==> src/rtl/sensor_cond.sv <==
// ---------------------------------------------------------------------------
// sensor_cond
//   Input conditioning in front of the traffic-light controller. Each channel
//   takes a raw, asynchronous host/board bit and produces:
//     - a debounced level,
//     - a one-cycle pulse on each debounced 0->1 transition,
//     - a sticky request that holds until the controller acknowledges it,
//     - an 8-bit saturating press count for host readback.
//   All channels are independent copies of the same per-channel pipeline.
//
// Ports
//   clk         system clock (okClk)
//   rst_n       asynchronous active-low reset, clears every flop
//   raw_in      [N_CH]    unsynchronised raw input bits
//   req_ack     [N_CH]    per-channel request clear, sampled on clk
//   cnt_clr     1         clears all press counters
//   level       [N_CH]    debounced level
//   rise_pulse  [N_CH]    one-cycle pulse on each debounced rising edge
//   req         [N_CH]    sticky request, set on rise, cleared by req_ack
//   press_cnt   [8*N_CH]  saturating rise counts, channel i at [8i+7:8i]
// ---------------------------------------------------------------------------
module sensor_cond #(
    parameter int N_CH       = 3,
    parameter int DEB_CYCLES = 1000000,
    localparam int CNT_W     = $clog2(DEB_CYCLES + 1)
) (
    input  logic              clk,
    input  logic              rst_n,
    input  logic [N_CH-1:0]   raw_in,
    input  logic [N_CH-1:0]   req_ack,
    input  logic              cnt_clr,
    output logic [N_CH-1:0]   level,
    output logic [N_CH-1:0]   rise_pulse,
    output logic [N_CH-1:0]   req,
    output logic [8*N_CH-1:0] press_cnt
);

    // Terminal count of the debounce counter: the level flips on the edge
    // where the counter already reads DEB_CYCLES-1, which gives exactly
    // DEB_CYCLES consecutive disagreeing samples.
    localparam logic [CNT_W-1:0] DEB_LAST = CNT_W'(DEB_CYCLES - 1);

    genvar gi;
    generate
        for (gi = 0; gi < N_CH; gi++) begin : g_ch
            // Registered state
            logic             s1_reg;
            logic             s2_reg;
            logic [CNT_W-1:0] deb_cnt_reg;
            logic             level_reg;
            logic             rise_reg;
            logic             req_reg;
            logic [7:0]       press_reg;

            // Next-state values
            logic [CNT_W-1:0] deb_cnt_next;
            logic             level_next;
            logic             rise_next;
            logic             req_next;
            logic [7:0]       press_next;

            logic             differs;
            logic             at_last;
            logic             rise_now;

            assign differs  = (s2_reg != level_reg);
            assign at_last  = (deb_cnt_reg == DEB_LAST);
            // A rise happens on the edge where a disagreeing high sample
            // completes its debounce window.
            assign rise_now = differs && at_last && s2_reg;

            always_comb begin
                deb_cnt_next = deb_cnt_reg;
                level_next   = level_reg;
                rise_next    = rise_now;
                req_next     = req_reg;
                press_next   = press_reg;

                // Debounce: any agreement restarts the window, so glitches
                // shorter than the window never reach the level.
                if (!differs) begin
                    deb_cnt_next = '0;
                end else if (at_last) begin
                    deb_cnt_next = '0;
                    level_next   = s2_reg;
                end else begin
                    deb_cnt_next = deb_cnt_reg + 1'b1;
                end

                // A new rise wins over an acknowledge on the same edge so the
                // event is never dropped.
                if (rise_now) begin
                    req_next = 1'b1;
                end else if (req_ack[gi]) begin
                    req_next = 1'b0;
                end

                // Clear wins over the stored count, but a coincident rise is
                // still counted as the first press after the clear.
                if (cnt_clr) begin
                    press_next = rise_now ? 8'd1 : 8'd0;
                end else if (rise_now && (press_reg != 8'hFF)) begin
                    press_next = press_reg + 8'd1;
                end
            end

            always_ff @(posedge clk or negedge rst_n) begin
                if (!rst_n) begin
                    s1_reg      <= 1'b0;
                    s2_reg      <= 1'b0;
                    deb_cnt_reg <= '0;
                    level_reg   <= 1'b0;
                    rise_reg    <= 1'b0;
                    req_reg     <= 1'b0;
                    press_reg   <= 8'd0;
                end else begin
                    s1_reg      <= raw_in[gi];
                    s2_reg      <= s1_reg;
                    deb_cnt_reg <= deb_cnt_next;
                    level_reg   <= level_next;
                    rise_reg    <= rise_next;
                    req_reg     <= req_next;
                    press_reg   <= press_next;
                end
            end

            assign level[gi]              = level_reg;
            assign rise_pulse[gi]         = rise_reg;
            assign req[gi]                = req_reg;
            assign press_cnt[8*gi +: 8]   = press_reg;
        end
    endgenerate

endmodule

==> config.mk <==
export PLATFORM = sky130hd
export DESIGN_NAME = sensor_cond
export DESIGN_NICKNAME = d
export VERILOG_FILES = /design/src/rtl/sensor_cond.sv
export SDC_FILE = /design/constraint.sdc
export NUM_CORES = 1
export LEC_CHECK = 0
export ABC_AREA = 1
export BUFFER_PORTS_ARGS = -buffer_cell sky130_fd_sc_hd__buf_2
export CAP_MARGIN = 20
export CORE_ASPECT_RATIO = 1.4
export CORE_MARGIN = 2
export CORE_UTILIZATION = 58
export CTS_BUF_LIST = sky130_fd_sc_hd__clkbuf_2 sky130_fd_sc_hd__clkbuf_4 sky130_fd_sc_hd__clkbuf_8
export DETAILED_ROUTE_END_ITERATION = 12
export PLACE_DENSITY = 0.78
export RECOVER_POWER = 25
export SYNTH_ARGS = -nofsm -noshare
export SYNTH_HDL_FRONTEND = slang
export SYNTH_SLANG_ARGS = --single-unit
==> constraint.sdc <==
create_clock -name clk -period 1.8 [get_ports clk]
set_input_delay 0.27 -clock clk [delete_from_list [all_inputs] [get_ports clk]]
set_output_delay 0.27 -clock clk [all_outputs]
set_load 0.02 [all_outputs]
==> qor.yml <==
synth_area_leaders: "dfrtp_1, nand2_1, nor2_1"
required_ns: 2.06
die_w_um: 86.2
worst_pin_slew_ns: 0.691
cp.arrival_ns: 1.94
clk_pin_slew_worst_paths_ns: 0.10
synth-edff-count: 0
p_comb_share_pct: 4.3
mappedNetlistNets: 725
crit_fanout: 7
slew_violations: 0
diodes: 0
r2r_slack_ns: 0.12
clock-skew-final_ns: 0.0120
period_share_pct: 93.5
synth-adder-area-share_pct: 1.37
rows: 42
hold_viol: 0
synth_top_family_by_area: "simple AND/OR/NAND/NOR gates"
via_per_inst: 5.36
synthCells: 710
vdd_ir_drop_max_uv: 384
initial_core_util_pct: 58.7
grt_pass1_vias: 4652
slowest_delay_ns: 0.39
synthXorXnorAreaFrac_pct: 5.75
critical_path_class: "flop to flop"
post_cts_buffers: 0
layout_setup_ws_ns: 0.116
avgSynthCellArea_um2: 7.73
htreeDepth: 3
largest_reg_flops: 60
swShare_pct: 23.3
p_switching_mw: 0.908
clockPowerShare_pct: 37.6
drt-initial-drc-count: 222
synth_top_area_cell: "dfrtp_1"
finalCriticalPeriod_ns: 1.68
cts_buffers: 9
clock-sinks: 99
cts_buffer_depth: 2
postRouteAntennaNets: 0
dieArea_um2: 10300
powerDensity_nw_per_um2: 642
gp_congestion: 0.903
muxShareOfSynthArea_pct: 0
ys_seq_elements: 99
cts_root_buf: "clkbuf_8"
num_vias: 4698
p_int_mw: 2.98
n_fill_cell: 795
crit_path_top_delay_cell: "dfrtp_1"
endpoint_kind: "flop"
synth_area_um2: 5490
grt_max_degree: 56
crit_top_cell: "nor2_1"
setup_viol: 0
place_ws_ns: 0.144
holdCritPathClass: "input port to flop"
crit_chain: "ha_1, nand2_1, nor2_4, nand3_1, nor2_2, nor2_1, o21ai_0, nor2_1"
async_flop_share_pct: 100
cap_violations: 0
ys_types: 38
nets: 776
wl_per_cell_um: 13.5
ys_seq_area_share_pct: 45.2
num_io_pins: 42
first_pass_iters: 4
synth-simple-area-share_pct: 37.2
dp_hpwl_um: 8850
crit_path_start_kind: "flop"
grtUsageTotal_pct: 24.9
grt_first_pass_wirelength_um: 20500
drc: 0
routed_wirelength_um: 11800
cts_tree: "yes"
slew_headroom_pct: 54.0
antenna_found_initial: 0
ys.flop_type: "dfrtp_1"
clk_latency_ns: 0.37
synth-compound-area-share_pct: 3.06
core_area_um2: 9350
run_status: "completed"
synth_top_area_share_pct: 45.2
grt_overflow: 0
yosysWarnings: 0
seq_power_share_pct: 58.1
cellLeakagePower_nw: 2.90
drive_gt1_share_pct: 12.8
die_y_um: 119
timing.fmax_mhz: 594
areaGrowthSynthToFinish_pct: 10.4
port_buffers: 41
fin_setup_tns_ns: 0
## critical path: cells and delay by family, from the launching register on
family                     cells  cell delay, ns
adders and majority gates      1            0.18
and+or+nand+nor                6            0.89
DFF                            1            0.39
AOI/OAI and AO/OA              1            0.10
## timing repair
| item | CTS | global route |
|---|---|---|
| endpoints found under the hold margin | 27 | 0 |
| resized for setup | 0 | 3 |
| hold buffers | 3 | 0 |
| setup endpoints to repair | 0 | 15 |
## cells in the mapped netlist (3+ instances only)
master,n
nor3b_1,8
a31oi_1,3
xnor2_1,13
nand2_2,3
a21oi_1,11
buf_2,4
dfrtp_1,99
nand3_1,64
o21ai_0,9
xor2_1,23
nor3_1,12
nand4_1,22
inv_1,82
nor3_2,3
nor2_2,3
nor2_1,144
nor2_4,9
nand4_2,3
nand2_1,159
buf_4,9
ha_1,6
## metrics by stage
step	power [mW]	area [um2]	hold WS (ns)	instances	util (%)
global placement	2.46	5830	0.207	857	62.3
floorplan	2.38	5490	-0.0256	710	-
detailed placement	2.47	5830	0.213	857	62.3
finish	3.89	6060	0.0186	876	64.8
CTS	3.92	6060	0.00162	876	64.8
global route	4.03	6060	0.00110	876	64.8
## layout by cell type, fill, tap and decap left out, types with 3 or more instances in the layout
cell,Yosys,layout
nor3_1,12,12
nand4_1,22,22
nor2_1,144,144
o21ai_0,9,9
a21oi_1,11,11
nand3_1,64,64
buf_4,9,9
nor3b_1,8,8
inv_1,82,81
nor3_2,3,3
dlygate4sd3_1,0,3
nor2_2,3,3
nor2_4,9,9
xor2_1,23,23
a31oi_1,3,3
buf_2,4,40
ha_1,6,6
clkbuf_8,0,10
dfrtp_1,99,99
nand2_1,159,159
xnor2_1,13,13
clkinv_2,0,3
## power groups by stage
stage	clock network [mW]	logic (mW)	registers [mW]
after floorplan	0	0.0795	2.30
after global placement	0	0.162	2.30
after detailed placement	0	0.169	2.30
after CTS	1.49	0.175	2.26
after global routing	1.57	0.194	2.26
final	1.46	0.168	2.26
## area by class of cell
cell class,instances,area (um2),area share [%]
Clock buffer,11,145,2.40
Clock inverter,5,52.6,0.867
Inverter,84,315,5.20
Multi-Input combinational cell,512,2610,43.1
Sequential cell,99,2480,40.9
Tap cell,110,138,2.27
Timing Repair Buffer,55,319,5.27
## metal layers
| layer | track usage [%] | routed length [um] | up-vias |
|---|---|---|---|
| met5 | 0 | 0 | - |
| met4 | 8.98 | 269 | 0 |
| met3 | 5.75 | 460 | 25 |
| met2 | 43.6 | 6250 | 101 |
| met1 | 29.5 | 4840 | 2222 |
| li1 | - | - | 2350 |
## worst paths after layout
check,startpoint,to,depth (start not counted)
setup / recovery,g_ch[2].deb_cnt_reg[0]$_DFF_PN0_,g_ch[2].deb_cnt_reg[10]$_DFF_PN0_,8
hold / removal,raw_in[2],g_ch[2].s1_reg$_DFF_PN0_,1
setup reg to reg,g_ch[2].deb_cnt_reg[0]$_DFF_PN0_,g_ch[2].deb_cnt_reg[10]$_DFF_PN0_,8
hold reg to reg,g_ch[2].s1_reg$_DFF_PN0_,g_ch[2].s2_reg$_DFF_PN0_,0
max in group asynchronous,rst_n,g_ch[2].deb_cnt_reg[7]$_DFF_PN0_,3
min in group asynchronous,rst_n,g_ch[2].press_reg[4]$_DFFE_PN0P_,2
## cells by family after synthesis
logic type,Yosys count
adders and majority gates,6
xor gates and xnor gates,36
AOI/OAI and AO/OA,29
DFF,99
buffers and inverters,99
and+or+nand+nor,441
Note: power is estimated with default switching activity, not from simulation.
